$ cat config.mk
export PLATFORM = sky130hd
export DESIGN_NAME = seg_scan_decoder
export DESIGN_NICKNAME = d
export VERILOG_FILES = /design/src/rtl/seg_scan_decoder.sv
export SDC_FILE = /design/constraint.sdc
export NUM_CORES = 1
export LEC_CHECK = 0
export CAP_MARGIN = 10
export CORE_ASPECT_RATIO = 1.4
export CORE_UTILIZATION = 54
export DETAILED_ROUTE_END_ITERATION = 10
export PLACE_DENSITY = 0.9
export RECOVER_POWER = 50
export SETUP_SLACK_MARGIN = 0.02
export SKIP_CTS_REPAIR_TIMING = 1
export SLEW_MARGIN = 10
export SYNTH_ARGS = -nofsm -noshare
export SYNTH_HDL_FRONTEND = slang
export SYNTH_SLANG_ARGS = --single-unit
$ cat constraint.sdc
create_clock -name clk -period 2.55 [get_ports clk]
set_input_delay 0.765 -clock clk [delete_from_list [all_inputs] [get_ports clk]]
set_output_delay 0.765 -clock clk [all_outputs]
set_load 0.02 [all_outputs]
$ cat src/rtl/seg_scan_decoder.sv
// Receive side of a multiplexed 7-segment scan bus: recovers each digit's hex value.
// Optional BLANK_DETECT_EN adds a per-digit blank flag for the all-segments-off pattern.
module seg_scan_decoder #(
  parameter int NUM_DIGITS     = 3,
  parameter int SETTLE_CYCLES  = 4,
  parameter bit SEG_ACTIVE_LOW = 1'b0,
  localparam int IW = (NUM_DIGITS > 1) ? $clog2(NUM_DIGITS) : 1
) (
  input  logic                    clk,
  input  logic                    rst,
  input  logic [NUM_DIGITS-1:0]   transistor,
  input  logic [6:0]              d7sp,
  output logic [4*NUM_DIGITS-1:0] digits,
  output logic                    upd,
  output logic [IW-1:0]           upd_idx,
  output logic                    frame_done,
  output logic                    err,
  output logic                    err_sticky
`ifdef BLANK_DETECT_EN
  ,
  output logic [NUM_DIGITS-1:0]   blank
`endif
);

  typedef enum logic [1:0] {IDLE, SETTLE, HOLD} state_t;

  state_t                state;
  logic [NUM_DIGITS-1:0] sel_meta, s_sel, cur_sel, mask, next_mask;
  logic [6:0]            seg_meta, s_seg, seg;
  logic [3:0]            cnt;
  logic [IW-1:0]         idx;
  logic                  dec_ok;
  logic [3:0]            dec_val;

  function automatic logic [4:0] decode(input logic [6:0] p);
    case (p)
      7'h3F: decode = {1'b1, 4'h0};
      7'h06: decode = {1'b1, 4'h1};
      7'h5B: decode = {1'b1, 4'h2};
      7'h4F: decode = {1'b1, 4'h3};
      7'h66: decode = {1'b1, 4'h4};
      7'h6D: decode = {1'b1, 4'h5};
      7'h7D: decode = {1'b1, 4'h6};
      7'h07: decode = {1'b1, 4'h7};
      7'h7F: decode = {1'b1, 4'h8};
      7'h6F: decode = {1'b1, 4'h9};
      7'h77: decode = {1'b1, 4'hA};
      7'h7C: decode = {1'b1, 4'hB};
      7'h39: decode = {1'b1, 4'hC};
      7'h5E: decode = {1'b1, 4'hD};
      7'h79: decode = {1'b1, 4'hE};
      7'h71: decode = {1'b1, 4'hF};
      default: decode = 5'b0;
    endcase
  endfunction

  // Polarity fix happens after the synchronizer so both buses see equal delay.
  always_comb begin
    seg              = SEG_ACTIVE_LOW ? ~s_seg : s_seg;
    {dec_ok, dec_val} = decode(seg);
    next_mask        = mask | cur_sel;
    idx              = '0;
    for (int i = 0; i < NUM_DIGITS; i++)
      if (cur_sel[i]) idx = IW'(i);
  end

  always_ff @(posedge clk) begin
    if (rst) begin
      sel_meta   <= '0;
      s_sel      <= '0;
      seg_meta   <= '0;
      s_seg      <= '0;
      cur_sel    <= '0;
      cnt        <= '0;
      mask       <= '0;
      state      <= IDLE;
      digits     <= '0;
      upd        <= 1'b0;
      upd_idx    <= '0;
      frame_done <= 1'b0;
      err        <= 1'b0;
      err_sticky <= 1'b0;
`ifdef BLANK_DETECT_EN
      blank      <= '0;
`endif
    end else begin
      sel_meta   <= transistor;
      s_sel      <= sel_meta;
      seg_meta   <= d7sp;
      s_seg      <= seg_meta;
      upd        <= 1'b0;
      frame_done <= 1'b0;
      err        <= 1'b0;
      case (state)
        IDLE: if ($onehot(s_sel)) begin
          cur_sel <= s_sel;
          cnt     <= 4'd1;
          state   <= SETTLE;
        end
        SETTLE: begin
          if (s_sel != cur_sel) begin
            cnt   <= '0;
            state <= IDLE;
          end else if (cnt == 4'(SETTLE_CYCLES)) begin
            // Single sample per select window; HOLD blocks re-capture.
            cnt   <= '0;
            state <= HOLD;
            if (dec_ok
`ifdef BLANK_DETECT_EN
                || seg == 7'h00
`endif
               ) begin
              if (dec_ok) digits[4*idx +: 4] <= dec_val;
`ifdef BLANK_DETECT_EN
              blank[idx] <= !dec_ok;
`endif
              upd     <= 1'b1;
              upd_idx <= idx;
              if (&next_mask) begin
                frame_done <= 1'b1;
                mask       <= '0;
              end else begin
                mask <= next_mask;
              end
            end else begin
              err        <= 1'b1;
              err_sticky <= 1'b1;
            end
          end else begin
            cnt <= cnt + 4'd1;
          end
        end
        HOLD: if (s_sel != cur_sel) state <= IDLE;
        default: state <= IDLE;
      endcase
    end
  end

endmodule

==> flow_metrics.env <==
export IMPL_outcome="finished clean"
export IMPL_grt_max_degree=20
export IMPL_async_flop_share=0
export IMPL_io_pins=30
export IMPL_grt_ovfl_total=0
export IMPL_antenna_cells=0
export IMPL_r2r_start="s_seg[3]"
export IMPL_drv_slew=0
export IMPL_reg2regPathDepth=6
export IMPL_p_clk_frac=0.416
export IMPL_worst_hold_startpoint="sel_meta[2]"
export IMPL_drt_iter0_drc=45
export IMPL_crit_type="reg -> reg"
export IMPL_grt_pass1_vias=1598
export IMPL_syn_nets=243
export IMPL_clkTransAtPathRegs_ns=0.09
export IMPL_pwr_share_comb=0.064
export IMPL_initial_utilization=0.5655
export IMPL_grt_antenna_before_repair=0
export IMPL_grt_pass1_wl_um=6996
export IMPL_hold_viol=0
export IMPL_dpl_worst_slack_ns=0.4127
export IMPL_critical_path_max_stage_delay_ns=0.61
export IMPL_critPathLaunchType="flop"
export IMPL_hold_end="s_sel[2]"
export IMPL_cpLargestDelayFamily="simple AND/OR/NAND/NOR gates"
export IMPL_netSwitchingFraction=0.2151
export IMPL_ys_seq_area_frac=0.4517
export IMPL_fin_crit_sh=0.8526
export IMPL_instances_no_fill=299
export IMPL_fp_dieArea_um2=4367
export IMPL_drv_cap=0
export IMPL_final_area_um2=2653
export IMPL_avgSynthCellArea_um2=9.719
export IMPL_final_cell_mix="50 x dfxtp_1, 26 x nand2_1, 24 x clkdlybuf4s50_1"
export IMPL_reg2reg_to="digits[5]"
export IMPL_via_count=1724
export IMPL_portBuffers=29
export IMPL_power_frac_seq=0.520
export IMPL_post_route_min_period_ns=2.174
export IMPL_synth_seq_cells=50
export IMPL_first_pass_iters=4
export IMPL_die_y_um=77.80
export IMPL_area_growth_syn_to_layout_pct=19.71
export IMPL_synthFlopType="dfxtp_1"
export IMPL_synth_top_cell_area_share=0.4517
export IMPL_ant_nets=0
export IMPL_path_cells="or4bb_1, a21oi_1, or2_0, buf_4, o311a_1, mux2i_1"
export IMPL_drive_above_1_share=0.09375
export IMPL_final_util=0.6769
export IMPL_cts_sinks=50
export IMPL_layout_cells_most_common="dfxtp_1"
export IMPL_cts_made_buffers=5
export IMPL_syn_instance_count=228
export IMPL_min_path_type="reg -> reg"
export IMPL_tns_ns=0
export IMPL_finalSetupViolCount=0
export IMPL_skew_ns=0.007698
export IMPL_p_switching_w=0.0003413
export IMPL_fmax_mhz=459.9
export IMPL_track_usage=0.2051
export IMPL_synth_edf_count=0
export IMPL_cp_max_fo=17
export IMPL_tritoncts="done"
export IMPL_routed_via_density=5.766
export IMPL_endpoint_kind="flop"
export IMPL_drt_wl_total_um=4080
export IMPL_p_per_area_nw_per_um2=598.2
export IMPL_vdd_drop_max_v=0.0005795
export IMPL_syn_cell_area_um2=2216
export IMPL_placed_cells=291
export IMPL_cts_buffer_depth=2
export IMPL_worst_pin_slew_ns=0.8194
export IMPL_drc=0
export IMPL_nNetsFinal=270
export IMPL_row_count=27
export IMPL_slew_headroom=0.4537
export IMPL_cp_buffers_inverters=1
export IMPL_core_area_um2=3919
export IMPL_rsz0062_at_grt="false"
export IMPL_intPower_w=0.001246
export IMPL_hpwl_um=2905
export IMPL_ys_types=57
export IMPL_dpl_cell_area_um2=2529
export IMPL_r2r_slack_ns=0.38
export IMPL_cts_htree_levels=2
export IMPL_min_path_cells=1
export IMPL_fp_dieW_um=56.14
export IMPL_netlist_top_cells_area="dfxtp_1 45%, nor2b_1 5.9%, mux2i_1 5.4%, nand2_1 4.4%, o311ai_4 2.4%"
export IMPL_wire_per_inst_um=13.65
export IMPL_p_leak_nw=1.044
export IMPL_cts_root_buffer_cell="clkbuf_8"
export IMPL_synth_top_area_cell="dfxtp_1"
export IMPL_clock_latency_ns=0.31
export IMPL_gp_congestion=0.7842
export IMPL_setup_slack_ns=0.3758
export IMPL_worstPathRequired_ns=2.79
export IMPL_worst_endpoint_arrival_ns=2.42
export IMPL_ys_warn_count=0
export IMPL_slowest_stage="dfxtp_1"
through the flow:
| stage | hold WS, ns | total power, W |
|---|---|---|
| after global routing | 0.4625 | 0.001637 |
| after detailed placement | 0.4258 | 0.0009475 |
| after CTS | 0.4481 | 0.001597 |
| after global placement | 0.4154 | 0.0009442 |
| final | 0.4443 | 0.001587 |
| after floorplan | 0.4138 | 0.0009090 |
worst max path at each step:
stage,start,endpoint,slack [ns],depth (start not counted)
global route,s_seg[3],digits[7],0.25,6
detailed placement,s_seg[3],digits[4],0.41,6
floorplan,s_sel[0],cnt[2],0.73,4
finish,s_seg[3],digits[5],0.38,6
global placement,s_seg[3],digits[6],0.49,6
CTS,s_seg[3],digits[5],0.38,6
registers in the layout (all words and copies together) (netlist names), 2 cells and up:
name,count
digits,12
s_seg,7
seg_meta,7
cnt,4
cur_sel,3
mask,3
s_sel,3
sel_meta,3
state,2
upd_idx,2
cell type report:
class	count	area, µm²
clock buffers	5	68.82
clock inverters	3	68.82
fillers	297	1266
inverters	6	22.52
multi-input cells	158	1117
flip-flops and latches	50	1001
well taps	43	53.80
repair buffers	34	320.3
Yosys cell counts, types with 3 or more instances:
library cell	n
dfxtp_1	50
o211ai_1	3
nand3b_1	3
inv_1	6
o21ai_0	8
xor2_1	4
clkbuf_1	5
nand2_1	26
and3b_1	3
buf_2	7
a21oi_1	10
mux2i_1	12
nor2b_1	21
nor2_1	6
nand3_1	5
kinds of logic (layout without fill, tap and decap cells):
family | after synthesis | in the layout | share of synthesized area
compound gates | 45 | 45 | 0.1592
simple gates | 94 | 94 | 0.2575
mux | 12 | 12 | 0.05421
flops | 50 | 50 | 0.4517
buf+inv | 20 | 48 | 0.04122
xor+xnor | 4 | 4 | 0.01581
fa+ha+maj | 3 | 3 | 0.02033
worst register-to-register path, delay by kind of cell (launching register included):
kind	cells	cell delay, ns
mux	1	0.21
compound gates	2	0.46
flops	1	0.61
buf+inv	1	0.17
simple gates	2	0.66
metal layers:
metal | up-vias | share of wire | GRT usage
met4 | 0 | 0.025 | 0.1098
met1 | 813 | 0.41 | 0.2275
met5 | - | 0 | 0
met2 | 40 | 0.53 | 0.3679
li1 | 861 | - | -
met3 | 10 | 0.038 | 0.03333
power by group through the flow:
| stage | sequential (W) | combinational (W) | clock (W) |
|---|---|---|---|
| floorplan | 0.000830 | 0.0000785 | 0 |
| global route | 0.000829 | 0.000116 | 0.000692 |
| global placement | 0.000843 | 0.000101 | 0 |
| detailed placement | 0.000843 | 0.000104 | 0 |
| finish | 0.000825 | 0.000102 | 0.000659 |
| CTS | 0.000825 | 0.000105 | 0.000667 |
Power figures use the tool's default switching activity.
